==> config.mk <==
export PLATFORM = sky130hd
export DESIGN_NAME = pipelined_add_sub
export DESIGN_NICKNAME = d
export VERILOG_FILES = /design/src/rtl/adder_pkg.sv /design/src/rtl/adder_slice.sv /design/src/rtl/pipelined_add_sub.sv
export SDC_FILE = /design/constraint.sdc
export NUM_CORES = 1
export LEC_CHECK = 0
export ABC_CLOCK_PERIOD_IN_PS = 2000
export CELL_PAD_IN_SITES_DETAIL_PLACEMENT = 1
export CELL_PAD_IN_SITES_GLOBAL_PLACEMENT = 1
export CORE_UTILIZATION = 41
export CTS_CLUSTER_DIAMETER = 40
export DETAILED_ROUTE_END_ITERATION = 8
export GPL_ROUTABILITY_DRIVEN = 0
export GPL_TIMING_DRIVEN = 0
export PLACE_DENSITY = 0.78
export REMOVE_ABC_BUFFERS = 1
export SLEW_MARGIN = 5
export SYNTH_ARGS = -nofsm -noshare
export SYNTH_HDL_FRONTEND = slang
export SYNTH_HIERARCHICAL = 1
export SYNTH_SLANG_ARGS = --single-unit
export TNS_END_PERCENT = 1
==> constraint.sdc <==
create_clock -name clk -period 2 [get_ports clk]
set_input_delay 0.4 -clock clk [delete_from_list [all_inputs] [get_ports clk]]
set_output_delay 0.4 -clock clk [all_outputs]
set_load 0.1 [all_outputs]
==> src/rtl/adder_pkg.sv <==
// Shared configuration helpers for the pipelined adder/subtractor.
// Holds the operation encoding and the slice-geometry functions used at elaboration.
package adder_pkg;

   localparam logic OP_SUB = 1'b1;

   function automatic int unsigned slice_width(input int unsigned width,
                                               input int unsigned stages);
      return (stages == 0) ? width : width / stages;
   endfunction

   function automatic bit cfg_ok(input int unsigned width, input int unsigned stages);
      return (stages >= 1) && (stages <= width) && ((width % stages) == 0);
   endfunction

endpackage

==> src/rtl/adder_slice.sv <==
// Combinational SLICE-bit ripple adder built from full-adder cells.
// Also exposes the carry into its top bit so the last slice can form signed overflow.
module adder_slice #(
   parameter int unsigned SLICE = 4
) (
   input  logic [SLICE-1:0] a,
   input  logic [SLICE-1:0] b,
   input  logic             cin,
   output logic [SLICE-1:0] sum,
   output logic             cout,
   output logic             c_msb_in
);

   logic [SLICE:0] carry_c;

   always_comb begin
      carry_c    = '0;
      sum        = '0;
      carry_c[0] = cin;
      for (int unsigned i = 0; i < SLICE; i++) begin
         sum[i]         = a[i] ^ b[i] ^ carry_c[i];
         carry_c[i + 1] = (a[i] & b[i]) | (carry_c[i] & (a[i] ^ b[i]));
      end
   end

   assign cout     = carry_c[SLICE];
   assign c_msb_in = carry_c[SLICE - 1];

endmodule

==> src/rtl/pipelined_add_sub.sv <==
// WIDTH-bit add/subtract split into STAGES carry-registered slices under a valid/ready handshake.
// The whole pipe advances or stalls together; results emerge STAGES accepted cycles later.
module pipelined_add_sub
   import adder_pkg::*;
#(
   parameter int unsigned WIDTH  = 16,
   parameter int unsigned STAGES = 4
) (
   input  logic             clk,
   input  logic             rst_n,
   input  logic             in_valid,
   output logic             in_ready,
   input  logic [WIDTH-1:0] A,
   input  logic [WIDTH-1:0] B,
   input  logic             Cin,
   input  logic             Sub,
   output logic             out_valid,
   input  logic             out_ready,
   output logic [WIDTH-1:0] Sum,
   output logic             Carry,
   output logic             Overflow
);

   localparam int unsigned SLICE = slice_width(WIDTH, STAGES);
   localparam int unsigned LAST  = STAGES - 1;

   if (!cfg_ok(WIDTH, STAGES)) begin : g_bad_cfg
      $error("pipelined_add_sub: WIDTH must be a multiple of STAGES and 1 <= STAGES <= WIDTH");
   end

   // Per level: w holds finished low-slice sums with still-pending A slices above them,
   // bw holds the (possibly inverted) B operand, c the carry out of the slice just added.
   logic [STAGES-1:0] v_q, v_d, src_v;
   logic [STAGES-1:0] c_q, c_d, src_c;
   logic [WIDTH-1:0]  w_q   [STAGES];
   logic [WIDTH-1:0]  w_d   [STAGES];
   logic [WIDTH-1:0]  src_w [STAGES];
   logic [WIDTH-1:0]  bw_q  [STAGES];
   logic [WIDTH-1:0]  bw_d  [STAGES];
   logic [WIDTH-1:0]  src_bw[STAGES];
   logic [SLICE-1:0]  s_sum [STAGES];
   logic [STAGES-1:0] s_cout;
   logic              s_cmsb[STAGES];
   logic              ov_q, ov_d;
   logic              adv_c;

   assign adv_c    = !v_q[LAST] || out_ready;
   assign in_ready = adv_c;

   for (genvar k = 0; k < STAGES; k++) begin : g_stage
      if (k == 0) begin : g_head
         assign src_v[k]  = in_valid;
         assign src_w[k]  = A;
         assign src_bw[k] = (Sub == OP_SUB) ? ~B : B;
         assign src_c[k]  = (Sub == OP_SUB) ? 1'b1 : Cin;
      end else begin : g_tail
         assign src_v[k]  = v_q[k-1];
         assign src_w[k]  = w_q[k-1];
         assign src_bw[k] = bw_q[k-1];
         assign src_c[k]  = c_q[k-1];
      end

      adder_slice #(.SLICE(SLICE)) u_slice (
         .a        (src_w[k][k*SLICE +: SLICE]),
         .b        (src_bw[k][k*SLICE +: SLICE]),
         .cin      (src_c[k]),
         .sum      (s_sum[k]),
         .cout     (s_cout[k]),
         .c_msb_in (s_cmsb[k])
      );
   end

   // Data registers only load on a valid beat so the output holds across bubbles.
   always_comb begin
      v_d  = v_q;
      c_d  = c_q;
      ov_d = ov_q;
      for (int unsigned k = 0; k < STAGES; k++) begin
         w_d[k]  = w_q[k];
         bw_d[k] = bw_q[k];
      end
      if (adv_c) begin
         v_d = src_v;
         for (int unsigned k = 0; k < STAGES; k++) begin
            if (src_v[k]) begin
               w_d[k]                     = src_w[k];
               w_d[k][k*SLICE +: SLICE]   = s_sum[k];
               bw_d[k]                    = src_bw[k];
               c_d[k]                     = s_cout[k];
            end
         end
         if (src_v[LAST]) begin
            ov_d = s_cout[LAST] ^ s_cmsb[LAST];
         end
      end
   end

   always_ff @(posedge clk or negedge rst_n) begin
      if (!rst_n) begin
         v_q  <= '0;
         c_q  <= '0;
         ov_q <= 1'b0;
         for (int unsigned k = 0; k < STAGES; k++) begin
            w_q[k]  <= '0;
            bw_q[k] <= '0;
         end
      end else begin
         v_q  <= v_d;
         c_q  <= c_d;
         ov_q <= ov_d;
         for (int unsigned k = 0; k < STAGES; k++) begin
            w_q[k]  <= w_d[k];
            bw_q[k] <= bw_d[k];
         end
      end
   end

   assign out_valid = v_q[LAST];
   assign Sum       = w_q[LAST];
   assign Carry     = c_q[LAST];
   assign Overflow  = ov_q;

endmodule

==> reports/results.ini <==
[run_status]
outcome=complete, but fails checks
violations=negative setup slack

[yosys]
syn_area_sq_um=4420
ys_types=21
synthCells=292
yosys_warnings=6
yosysTopAreaCellShare_pct=55.0
syn_area_per_cell_sq_um=15.1
yosys-top-cells-area=dfrtp_1 (55%), mux2_4 (13%), mux2_2 (11%)
synth_seq_cells=97
seq_area_frac_synth_pct=55.0
yosysTopAreaCell=dfrtp_1

[global_route]
antenna_found_initial=0
grtUsageTotal_pct=15.6
overflow=0
grt_max_degree=62
grt_pass1_vias=2649
grt_pass1_wl_mm=13.4

[setup_path]
critPathCaptureType=flip-flop
crit_path_start_kind=flip-flop
rr_startpoint=bw_q[28]
reg2reg_depth=7
reg2reg_to=Sum[15]
crit_type=reg2reg
crit_path_max_fanout=2
worstSetupEndpoint=Sum[15]
crit_required_ps=2240
critPathLaunch=bw_q[28]
arrival_ps=2420
r2r_slack_ps=-190

[power]
peakVddDrop_uv=903
power.density_nw_per_um2=1800
p_leak_nw=2.45
p_total_mw=9.70

[final_layout]
layout_common_cells=dfrtp_1 (97), mux2_2 (43), mux2_4 (39), clkdlybuf4s50_1 (30), inv_1 (27)
area_delta_synth_final_pct=21.7
fin_cells=493
stdcell_area_sq_um=5380
nets=406
n_fill_cell=1064
antenna_cells=0
fin_util_pct=51.8
drive_gt1_share_pct=38.1
layout_commonest_cell=dfrtp_1

[placed_design]
placed_cells=473
dp.final_hpwl_mm=5.20
place_area_sq_um=5060
portBuffers=57

[die]
die-area_sq_um=11200
core_sq_um=10400
placementRows=37
die_x_um=106
pin_count=58
fp.dieH_um=106
start_util_pct=42.6

[route]
routed_wl_mm=7.88
first_pass_iters=4
drc=0
wl_met1_mm=3.30
antenna_left=0
drt_iter0_drc=50
wl_met3_um=212
vias=2380
avgViaCountPerCell=4.83
met2_length_mm=4.32
wl_per_cell_um=16.0
highest-signal-layer=met4

[sta]
slew_violations=0
fin_crit_sh_pct=109
slew_headroom_pct=34.5
worst_slew_pin_slew_ps=986
clock.fmax_mhz=457
fin_ws_ps=-187
finalHoldViolCount=0
rsz0062_at_grt=yes
finalSetupTns_ps=-968
fin_crit_ps=2190
final-setup-viol-count=9
fin_skew_ps=11.8

[hold_path]
worst_hold_path_type=in2async

[clock_network]
cts-buffers-inserted=9
ctsRootBufferMaster=clkbuf_8
cts_max_level=3
cts_num_sinks=97
insertion_delay_ps=340
clkTransAtPathRegs_ps=90
clockBufferDepth=2
cts_tree=built

[run]
drv_cap=0

==> metrics by stage <==
step	setup WS, ps	hold slack [ps]
floorplan	-377	104
global placement	-3020	471
detailed placement	-1830	405
CTS	-265	11.3
global route	-264	33.4
finish	-187	21.8
==> cell usage after synthesis <==
library cell  count
a21oi_1          24
and2_4            1
buf_12            1
buf_2             3
buf_4             1
buf_6             7
clkbuf_1          1
dfrtp_1          97
fa_1             16
inv_1            34
mux2_2           44
mux2_4           38
nand2_1           1
nand2_2           1
nand2_4           1
nand2_8           1
nand2b_4          1
o21ai_0           2
or2_2             1
xnor2_1          12
xor2_1            5
==> how the worst min path moves through the flow <==
stage | cells past startpoint | slack [ps] | end
5_1_grt | 1 | 30 | src_w[15]
2_1_floorplan | 0 | 100 | Overflow
4_1_cts | 1 | 10 | src_w[15]
3_3_place_gp | 2 | 470 | v_q[3]
6_report | 1 | 20 | src_w[15]
3_5_place_dp | 1 | 400 | src_w[15]
==> metal layers <==
metal | global-route usage, % | up-vias
met3 | 2.78 | 4
met4 | 5.06 | 0
met5 | 0 | -
li1 | - | 1076
met2 | 28.1 | 35
met1 | 18.9 | 1265
==> cells by family after synthesis <==
group                      Yosys count  share of synthesized area [%]
DFF                                 97                           55.0
muxes                               82                           24.1
buffers and inverters               47                           5.72
AOI/OAI and AO/OA                   26                           2.95
xor gates and xnor gates            17                           3.37
adders and majority gates           16                           7.25
and+or+nand+nor                      7                           1.59
==> final cells by class <==
type / count / area, sq um / area share, %
multi-input combinational: 148 / 1790 / 33.3
sequential: 97 / 2430 / 45.2
inverter: 34 / 128 / 2.37
clock buffer: 11 / 141 / 2.63
clock inverter: 5 / 103 / 1.91
timing repair buffer: 62 / 616 / 11.5
tap: 136 / 170 / 3.17
==> sequential cells by signal, indices dropped and copies added, names as in the netlist <==
| register | flops |
|---|---|
| Overflow | 1 |
| Sum | 16 |
| bw_q | 24 |
| c_q | 4 |
| src_w | 48 |
| v_q | 4 |
==> report_power, final <==
part / total (mW) / internal (mW) / switching, mW
clock network: 1.51 / 0.864 / 0.650
logic: 4.77 / 2.03 / 2.74
registers: 3.41 / 2.88 / 0.538
total: 9.70 / 5.77 / 3.93
==> worst max-delay path, stage by stage (launching register included) <==
cell	delay, ps
dfrtp_1	390
fa_2	220
inv_2	40
fa_2	340
fa_2	340
inv_2	80
fa_2	420
mux2_2	260
==> timing repair <==
| action | in CTS | in global routing |
|---|---|---|
| resized for setup | 66 | 18 |
| setup buffers | 2 | 2 |
| cloned | 0 | 0 |
| pin swaps | 6 | 6 |
| setup endpoints to repair | 32 | 33 |
| hold endpoints to repair | 0 | 0 |
| hold buffers | 0 | 0 |
No activity file was read; power rests on OpenSTA's default activity.
